$ cat config.mk
export PLATFORM = sky130hd
export DESIGN_NAME = kms_event_arbiter
export DESIGN_NICKNAME = d
export VERILOG_FILES = /design/src/rtl/kms_event_arbiter.sv
export SDC_FILE = /design/constraint.sdc
export NUM_CORES = 1
export LEC_CHECK = 0
export ABC_AREA = 0
export BUFFER_PORTS_ARGS = -buffer_cell sky130_fd_sc_hd__buf_2
export CAP_MARGIN = 10
export CORE_AREA = 2 2 116 163
export DETAILED_ROUTE_END_ITERATION = 10
export DIE_AREA = 0 0 118 165
export PLACE_DENSITY = 0.78
export SLEW_MARGIN = 20
export SYNTH_ARGS = -nofsm -noshare
export SYNTH_HDL_FRONTEND = slang
export SYNTH_SLANG_ARGS = --single-unit
$ cat constraint.sdc
create_clock -name clk -period 4.4 [get_ports clk]
set_input_delay 1.32 -clock clk [delete_from_list [all_inputs] [get_ports clk]]
set_output_delay 1.32 -clock clk [all_outputs]
set_load 0.01 [all_outputs]
$ cat src/rtl/kms_event_arbiter.sv
// Keyboard/mouse packet capture FIFOs, round-robin event output,
// and rate-limited LED command scheduling for the NeXT link.
module kms_event_arbiter #(
    parameter int KB_DEPTH = 8,
    parameter int MS_DEPTH = 4,
    parameter int LED_GAP  = 60102,
    parameter int GAP_W    = 16
) (
    input  logic        clk,
    input  logic        rst,
    input  logic        ev_avail,
    input  logic        ev_is_mouse,
    input  logic [15:0] ev_data,
    output logic        out_valid,
    output logic        out_is_mouse,
    output logic [15:0] out_data,
    input  logic        out_ready,
    input  logic        led_req,
    input  logic [1:0]  led_val,
    output logic        led_data_valid,
    output logic [1:0]  led_data,
    output logic [7:0]  kb_ovf_cnt,
    output logic [7:0]  ms_ovf_cnt
);
    localparam int KAW = $clog2(KB_DEPTH);
    localparam int MAW = $clog2(MS_DEPTH);
    localparam int KCW = KAW + 1;
    localparam int MCW = MAW + 1;

    typedef enum logic {
        LED_IDLE,
        LED_PEND
    } led_state_t;

    logic           ev_q;
    logic           cap;
    logic [15:0]    kb_mem [KB_DEPTH];
    logic [15:0]    ms_mem [MS_DEPTH];
    logic [KAW-1:0] kb_wp, kb_rp;
    logic [MAW-1:0] ms_wp, ms_rp;
    logic [KCW-1:0] kb_cnt;
    logic [MCW-1:0] ms_cnt;
    logic           kb_ne, ms_ne, kb_full, ms_full;
    logic           load, sel_ms, kb_pop, ms_pop;
    logic           kb_wr, ms_wr, kb_drop, ms_drop;
    logic           rr_ms;

    led_state_t     led_st;
    logic [1:0]     led_lat;
    logic [GAP_W-1:0] gap;
    logic           led_fire;

    assign cap     = ev_avail & ~ev_q;
    assign kb_ne   = kb_cnt != '0;
    assign ms_ne   = ms_cnt != '0;
    assign kb_full = kb_cnt == KCW'(KB_DEPTH);
    assign ms_full = ms_cnt == MCW'(MS_DEPTH);

    assign load   = (~out_valid | out_ready) & (kb_ne | ms_ne);
    assign sel_ms = ms_ne & (~kb_ne | rr_ms);
    assign kb_pop = load & ~sel_ms;
    assign ms_pop = load & sel_ms;

    // A pop in the same cycle frees the slot a full-FIFO capture needs.
    assign kb_wr   = cap & ~ev_is_mouse & (~kb_full | kb_pop);
    assign ms_wr   = cap & ev_is_mouse & (~ms_full | ms_pop);
    assign kb_drop = cap & ~ev_is_mouse & kb_full & ~kb_pop;
    assign ms_drop = cap & ev_is_mouse & ms_full & ~ms_pop;

    always_ff @(posedge clk) begin
        if (kb_wr) kb_mem[kb_wp] <= ev_data;
        if (ms_wr) ms_mem[ms_wp] <= ev_data;
    end

    always_ff @(posedge clk or posedge rst) begin
        if (rst) begin
            ev_q         <= 1'b0;
            kb_wp        <= '0;
            kb_rp        <= '0;
            kb_cnt       <= '0;
            ms_wp        <= '0;
            ms_rp        <= '0;
            ms_cnt       <= '0;
            kb_ovf_cnt   <= 8'd0;
            ms_ovf_cnt   <= 8'd0;
            out_valid    <= 1'b0;
            out_is_mouse <= 1'b0;
            out_data     <= 16'd0;
            rr_ms        <= 1'b0;
        end else begin
            ev_q <= ev_avail;
            if (kb_wr) kb_wp <= kb_wp + KAW'(1);
            if (kb_pop) kb_rp <= kb_rp + KAW'(1);
            if (ms_wr) ms_wp <= ms_wp + MAW'(1);
            if (ms_pop) ms_rp <= ms_rp + MAW'(1);
            kb_cnt <= kb_cnt + KCW'(kb_wr) - KCW'(kb_pop);
            ms_cnt <= ms_cnt + MCW'(ms_wr) - MCW'(ms_pop);
            if (kb_drop && kb_ovf_cnt != 8'hFF)
                kb_ovf_cnt <= kb_ovf_cnt + 8'd1;
            if (ms_drop && ms_ovf_cnt != 8'hFF)
                ms_ovf_cnt <= ms_ovf_cnt + 8'd1;
            if (load) begin
                out_valid    <= 1'b1;
                out_is_mouse <= sel_ms;
                out_data     <= sel_ms ? ms_mem[ms_rp] : kb_mem[kb_rp];
                if (kb_ne & ms_ne) rr_ms <= ~rr_ms;
            end else if (out_ready) begin
                out_valid <= 1'b0;
            end
        end
    end

    // Strobe is decoded from registered state so it lands in the first PENDING cycle.
    assign led_fire       = (led_st == LED_PEND) && (gap == '0);
    assign led_data_valid = led_fire;
    assign led_data       = led_fire ? led_lat : 2'b00;

    always_ff @(posedge clk or posedge rst) begin
        if (rst) begin
            led_st  <= LED_IDLE;
            led_lat <= 2'b00;
            gap     <= '0;
        end else begin
            if (led_fire) gap <= GAP_W'(LED_GAP - 1);
            else if (gap != '0) gap <= gap - GAP_W'(1);
            unique case (led_st)
                LED_IDLE: begin
                    if (led_req) begin
                        led_lat <= led_val;
                        led_st  <= LED_PEND;
                    end
                end
                LED_PEND: begin
                    if (led_req) led_lat <= led_val;
                    else if (led_fire) led_st <= LED_IDLE;
                end
            endcase
        end
    end
endmodule

Yosys cells after proc, flatten, opt, wreduce, memory -nomap -nowiden. Memories as Yosys holds them, arrays and structs flattened. Index checks and enable logic that the tools add are counted.

Register bits: 72. Bits in writable memories: 192. Bits of input ports: 24. Output and inout port bits: 37. Logic and storage cells: 88. Memories kept: 2.

Memories: kb_mem (depth 8, bits a word 16, rd ports 1, clocked after memory_dff 0, write ports 1, line 37) `logic [15:0] kb_mem [KB_DEPTH];`; ms_mem (depth 4, bits a word 16, rd ports 1, clocked after memory_dff 0, write ports 1, line 38) `logic [15:0] ms_mem [MS_DEPTH];`.

$add $sub $neg: 11. Eq/ne operators: 4. Muxes and demuxes: 15. Bitwise gates (word level): 30. Reduce and logical (&&, ||, !) cells: 10.

Operators with widths (number): two-way mux 16 bit (3); adder 8 x 1 -> 8 bit (second input constant) (2); zero test 16 bit (1); inequality test 8 bit (second input constant) (2); nonzero test 16 bit (1); subtractor 16 x 1 -> 16 bit (second input constant) (1); AND 1 bit (14); inverter 1 bit (11); two-way mux 1 bit (9); adder 3 x 1 -> 3 bit (second input constant) (2); bitwise OR 1 bit (5); adder 2 x 1 -> 2 bit (second input constant) (2); adder 4 x 1 -> 4 bit (1); == test 4 bit (second input constant) (1); two-way mux 2 bit (2); nonzero test 2 bit (2); nonzero test 4 bit (1); subtractor 4 x 1 -> 4 bit (1); adder 3 x 1 -> 3 bit (1); == test 3 bit (second input constant) (1); logical AND 1 bit (3); nonzero test 3 bit (1); subtractor 3 x 1 -> 3 bit (1); case mux 1 bit (2 select lines) (1); AND reduction 2 bit (1).

Logic depth before layout (Yosys ltp). Gate-level depths: netlist (run 1).

Word-level depth: 10. Gate-level depth with buffers: 13. Depth with buffers taken out: 13.

Worst setup path after synthesis (run 1). Ideal clock, no wire load.

Path type: in2reg. Start: input port out_ready. End: memory kb_mem[0][0] (enable). Library setup time: 0.430 ns. Data arrival time: 3.410 ns. Data required time: 3.970 ns. Path slack: 0.559 ns. Stages: 4. Path buffers: 0. Cells stage by stage: nor2b_1 o31ai_2 nand2_2 nor4_1.

Word-level cells in the longest chain between the ends: 7.

RTL lines: start: declaration (line 17) `input logic out_ready,`; bitwise OR 1 bit (line 59) `assign load = (~out_valid | out_ready) & (kb_ne | ms_ne);`; AND 1 bit (line 59); AND 1 bit (line 61) `assign kb_pop = load & ~sel_ms;`; bitwise OR 1 bit (line 65) `assign kb_wr = cap & ~ev_is_mouse & (~kb_full | kb_pop);`; AND 1 bit (line 65); two-way mux 1 bit (line 71) `if (kb_wr) kb_mem[kb_wp] <= ev_data;`; two-way mux 1 bit (implied by the code) (line 71); end: declaration (line 37).

No other way between the ends.

Final worst setup path (run 1).
Start: register gap[7]. End: output port led_data[0].

Word-level cells in the longest chain between the ends: 3.

RTL lines: start: declaration (line 50) `logic [GAP_W-1:0] gap;`; start signal: assignment (line 124) `if (led_fire) gap <= GAP_W'(LED_GAP - 1);`; start signal: assignment (line 125) `else if (gap != '0) gap <= gap - GAP_W'(1);`; zero test 16 bit (line 114) `assign led_fire = (led_st == LED_PEND) && (gap == '0);`; logical AND 1 bit (line 114); two-way mux 2 bit (line 116) `assign led_data = led_fire ? led_lat : 2'b00;`; end: declaration (line 21) `output logic [1:0] led_data,`.

No other way between the ends.

==> results of run 1 <==
-- flip-flops by register name, indices dropped and copies added (netlist names) --
register,cells
ms_rp,2
led_lat,2
ev_q,1
kb_cnt,4
gap,16
rr_ms,1
kb_wp,3
led_st,1
out_is_mouse,1
ms_ovf_cnt,8
ms_wp,2
ms_mem,64
out_valid,1
kb_rp,3
kb_ovf_cnt,8
ms_cnt,3
out_data,16
kb_mem,128
-- worst max-delay path by stage --
stage                     startpoint      endpoint  slack [ns]  depth (start not counted)
final                         gap[7]   led_data[0]        0.69                          4
after global routing          gap[7]   led_data[1]        0.49                          4
after CTS                     gap[7]   led_data[0]        0.67                          4
after detailed placement   out_ready     ms_cnt[2]        0.79                         12
after global placement     out_ready     ms_cnt[2]        0.85                         12
after floorplan            out_ready  kb_mem[0][0]        0.56                          4
-- area by class of cell --
cell class	instances	area [µm²]
clock buffer	31	648
clock inverter	15	96.3
fill	1186	5880
inverter	19	72.6
multi-input combinational	292	2940
sequential	264	7570
tap	240	300
timing repair buffer	75	413
-- synthesized netlist by cell type (all sizes together) (12+ instances only) --
master | count | area share
xor2 | 17 | 0.014
edfxtp | 192 | 0.54
xnor2 | 12 | 0.0099
a22oi | 17 | 0.012
nand2 | 19 | 0.0069
ha | 16 | 0.019
nand3 | 13 | 0.0061
o21ai | 22 | 0.011
mux4 | 48 | 0.10
mux2i | 23 | 0.022
buf | 16 | 0.0077
dfrtp | 72 | 0.17
inv | 19 | 0.0067
nor3 | 17 | 0.0080
-- per-layer routing --
metal  global-route usage  routed length [µm]  share of wire
met5                    0                   0              0
met4               0.0794                 632          0.030
met3               0.0297                1270          0.060
met2                0.409               11300           0.53
met1                0.282                7920           0.38
-- worst register-to-register path, delay by kind of cell (launching register included) --
kind                       cells  cell delay [ns]
adders and majority gates      4             0.97
DFF                            1             0.36
xor gates and xnor gates       2             0.28
buffers and inverters          4             0.27
AOI/OAI and AO/OA              1             0.34
and+or+nand+nor                2             0.71
-- cells by family after synthesis --
kind of cell | synth area share
DFF | 0.710
and+or+nand+nor | 0.0592
muxes | 0.130
adders and majority gates | 0.0225
buffers and inverters | 0.0162
xor gates and xnor gates | 0.0238
AOI/OAI and AO/OA | 0.0384
-- through the flow --
step	power [mW]	instances	instance area, µm²	hold WS [ns]
floorplan	4.69	596	10700	0.461
global placement	5.13	890	11300	0.463
detailed placement	5.25	890	11300	0.465
CTS	7.23	936	12000	0.479
global route	7.51	936	12000	0.519
finish	7.16	936	12000	0.475
-- power by group --
group / switching (mW) / leakage [nW] / total (mW) / internal (mW)
Clock: 0.881 / 0.364 / 1.98 / 1.10
Sequential: 0.508 / 2.61 / 3.52 / 3.01
Combinational: 0.784 / 1.52 / 1.66 / 0.878
Total: 2.17 / 4.49 / 7.16 / 4.99
==> run metrics, run 1 <==
I/O Pins 61; Largest delay share family, worst path simple AND/OR/NAND/NOR gates; Cells after Synth 596; Pins Over Slew Limit 0; initial drt markers 538; ANT cells 0; fin nets 719; RSZ-0062 raised after global routing false; Worst-path clk slew 0.07 ns; Worst Max-Slew Pin Slew 1.04 ns; commonest non-fill, non-tap cell in the layout edfxtp_1; antenna violations before repair 0; Setup Buffers After CTS 0; Clock Path Buffers 3; Crit Path Max Fanout 9; critical path's largest stage delay 0.70 ns; Core Box Area 17900 µm²; final hold vios 0; Placement Setup Slack 0.787 ns; first-pass GRT wire length 33400 µm; Max VDD drop 0.352 mV; most frequent cells in the layout edfxtp_1, dfrtp_1, buf_2; final setup margin 0.685 ns; CTS root buf clkbuf_16; DIE WIDTH 118 µm; CTS hold repair buffers 0; clk_lat worst skew 0.52 ns; Synth Flop Type edfxtp_1; Initial DRT Pass Iterations 5; Layout Utilization 0.672; DRC 0; startpoint types register; total die area 19500 µm²; via count 5669; Post-CTS Resized 0; status finished clean; Critical Path Slowest Stage Cell nor4_2; sequential fraction of the synthesis area 0.710; fmax 269 MHz; R2R Path Start kb_cnt[2]; clock sink count 264; Avg Cell Area, Syn 17.9 µm²; LEAKAGE 4.49 nW; Vias/cell 6.06; Area Overhead vs Synth 13.0%; clock skew 0.0119 ns; Routed Antenna Nets 0; Yosys cell types 54; Synth Net Count 638; std cell rows 58; Placer Congestion 0.815; min cycle time layout 3.71 ns; Initial Util 0.595; die span in y 165 µm; WL final 21100 µm; Post-synth EDFFs 192; CTS HTree Levels 1; relative slew slack 0.308; WP data required 3.08 ns; Setup TNS 0 ns; RR Endpoint ms_cnt[2]; R2R cell count 13; Cell Pwr Density 595 nW/µm²; Critical Path, Cell by Cell nor4_2 > and2_1 > and3_1 > buf_2; CTS tree built; Final HPWL DP 13500 µm; CP endpoint kind output port; Avg WL per Cell 22.5 µm; Num CTS Buffers 25; GRT Total Usage 0.226; grt ovf 0; Hold Crit Depth 1; FFs w/ async S/R, synth 0.273; worst min-delay path category reg -> reg; fin crit share 0.844; CP Buf/Inv Count 1; vias in the first global route 5975; number of max-cap violations 0; Crit Path Category reg -> out; Arrival @ worst endpoint 2.39 ns; Yosys warnings 0; Mapped Area 10700 µm²; WHS Endpoint out_is_mouse; FF+latch count, synth 264; largest net degree at the start of global routing 47; Reg2Reg Setup Slack 1.36 ns; Final setup viols 0; Hold Path Origin out_is_mouse; share of layout cells above drive strength 1 0.264; I/O Buffers 60
Note: power is estimated with default switching activity, not from simulation.
==> run 2, diff against run 1 <==
ABC_AREA = 1   (was 0)
CORE_AREA = 2 2 120 168   (was 2 2 116 163)
DIE_AREA = 0 0 122 170   (was 0 0 118 165)
PLACE_DENSITY = 0.77   (was 0.78)
clock period = 3.7 ns   (was 4.4 ns; I/O delays follow)
==> run 2 against run 1 <==
Net effect:
- via count up 33%
- combinational power is 49% higher
- clock power rose by 29%
- core utilization fell by 0.72 points
- final area is 5.7% higher
- sequential power up 8.8%
- first-iteration DRC count rose by 22%
- critical path type unchanged
==> run metrics, run 2 <==
status finished clean; grt ovf 0; Avg Cell Area, Syn 11.1 µm²; Placer Congestion 0.892; Synth Flop Type edfxtp_1; Worst Max-Slew Pin Slew 0.934 ns; Sw Pwr 3.00 mW; Final setup viols 0; Mapped Area 11300 µm²; Arrival @ worst endpoint 2.14 ns; most frequent cells in the layout edfxtp_1, nand2_1, nor2_1; number of max-cap violations 0; largest reg by FF count kb_mem; antenna violations before repair 0; Cells after Synth 1022; via count 7568; R2R Path Start kb_cnt[1]; RSZ-0062 raised after global routing false; Reg2Reg Setup Slack 1.26 ns; Critical Path Slowest Stage Cell dfrtp_1; worst hold slack 0.490 ns; WL final 23200 µm; Crit Path Category reg -> out; Cell Pwr Density 697 nW/µm²; Largest delay share family, worst path simple AND/OR/NAND/NOR gates; total die area 20700 µm²; clock sink count 264; CTS HTree Levels 1; Setup Buffers After CTS 0; DIE WIDTH 122 µm; CTS hold repair buffers 0; vias in the first global route 7545; CP most frequent cell nand3_2; most frequent cell after synthesis edfxtp_1; ANT cells 0; RR Endpoint ms_cnt[2]; sequential group share of total power 0.432; R2R cell count 11; CP endpoint kind output port; FF+latch count, synth 264; I/O Buffers 60; Hold Path Origin out_is_mouse; fin crit share 0.879; critical path's largest stage delay 0.41 ns; LEAKAGE 5.08 nW; Routed Antenna Nets 0; WP data required 2.59 ns; Sw Share 0.338; fin nets 1133; Pins Over Slew Limit 0; crit path from gap[0]; min cycle time layout 3.25 ns; clk_lat worst skew 0.51 ns; CP Buf/Inv Count 2; I/O Pins 61; Area Overhead vs Synth 12.3%; Synth area leader edfxtp_1; Num CTS Buffers 25; Vias/cell 5.58; Post-CTS Resized 0; clock network power share 0.289; Worst-path clk slew 0.06 ns; Critical Path, Cell by Cell inv_1 > ha_1 > nand3_2 > nor2_4 > nand3_2 > nor2_2 > nand2_2 > nor2_1 > buf_2; std cell rows 60; final hold vios 0; largest registers kb_mem (128), ms_mem (64); Hold Crit Depth 2; max FFs per register 128; Post-synth EDFFs 192; first-pass GRT wire length 37600 µm; Avg WL per Cell 17.1 µm; CTS root buf clkbuf_16; Core Box Area 19100 µm²; Logic pwr share 0.279; die span in y 170 µm; WHS Endpoint out_is_mouse; worst min-delay path category reg -> reg; Yosys warnings 0; Final HPWL DP 15100 µm; FFs w/ async S/R, synth 0.273; Setup TNS 0 ns; Yosys cell types 39; Pint 5.87 mW; CTS tree built; Clock Path Buffers 3; Initial Util 0.592; Initial DRT Pass Iterations 5; fmax 307 MHz; GRT Total Usage 0.231; synth top area cells edfxtp_1, dfrtp_1, nand2_1; share of layout cells above drive strength 1 0.131; largest net degree at the start of global routing 66; relative slew slack 0.377; clock skew 0.00967 ns; commonest non-fill, non-tap cell in the layout edfxtp_1; post-synth top area share 0.509; initial drt markers 658; sequential fraction of the synthesis area 0.667; Max VDD drop 0.428 mV; synth cell count leaders edfxtp_1, nand2_1, nor2_1; Synth Net Count 1064; startpoint types register; Crit Path Max Fanout 6; DRC 0
run 2: worst max path at each step:
stage	slack (ns)	end	cells after the start
CTS	0.43	led_data[1]	9
floorplan	0.77	ev_q	1
detailed placement	0.65	ms_cnt[2]	11
finish	0.45	led_data[1]	9
global route	0.27	led_data[0]	9
global placement	0.66	ms_cnt[1]	11
run 2: metrics by stage:
step	worst slack, ns	cells	instance area (µm²)	util	power, mW
6_report	0.446	1357	12700	0.665	8.87
4_1_cts	0.431	1357	12700	0.665	8.93
5_1_grt	0.273	1357	12700	0.665	9.40
3_5_place_dp	0.650	1312	11900	0.622	6.37
3_3_place_gp	0.662	1312	11900	0.622	6.26
2_1_floorplan	0.765	1022	11300	-	5.65
run 2: layout make-up:
cell class | instances | area [µm²]
multi-input combinational | 643 | 3260
clock inverter | 11 | 136
timing repair buffer | 80 | 463
sequential | 264 | 7570
clock buffer | 34 | 689
fill | 1423 | 6420
tap | 248 | 310
inverter | 77 | 294
run 2: logic make-up (layout without fill, tap and decap cells):
| kind of cell | Yosys count | after routing | share of synthesized area |
|---|---|---|---|
| AND/OR/NAND/NOR | 438 | 438 | 0.166 |
| flip-flops | 264 | 264 | 0.667 |
| AO/OA/AOI/OAI | 165 | 165 | 0.0841 |
| buffers and inverters | 115 | 202 | 0.0446 |
| XOR/XNOR | 22 | 22 | 0.0170 |
| adder cells (fa/ha/maj) | 18 | 18 | 0.0212 |
run 2: per-layer routing:
metal  part of all wire  track usage
met5                  0            0
met4              0.027       0.0800
met3              0.046       0.0258
met2               0.54        0.427
met1               0.39        0.276
run 2: power groups by stage:
stage | clock (mW) | sequential, mW | combinational [mW]
final | 2.56 | 3.83 | 2.48
after detailed placement | 0 | 3.89 | 2.47
after CTS | 2.59 | 3.84 | 2.50
after global routing | 2.71 | 3.87 | 2.82
after floorplan | 0 | 3.79 | 1.86
after global placement | 0 | 3.88 | 2.38
run 2: tightest hold or removal path: stages, from the launching register on:
cell,delay (ns)
dfrtp_1,0.35
nand2_1,0.05
nand2_1,0.05
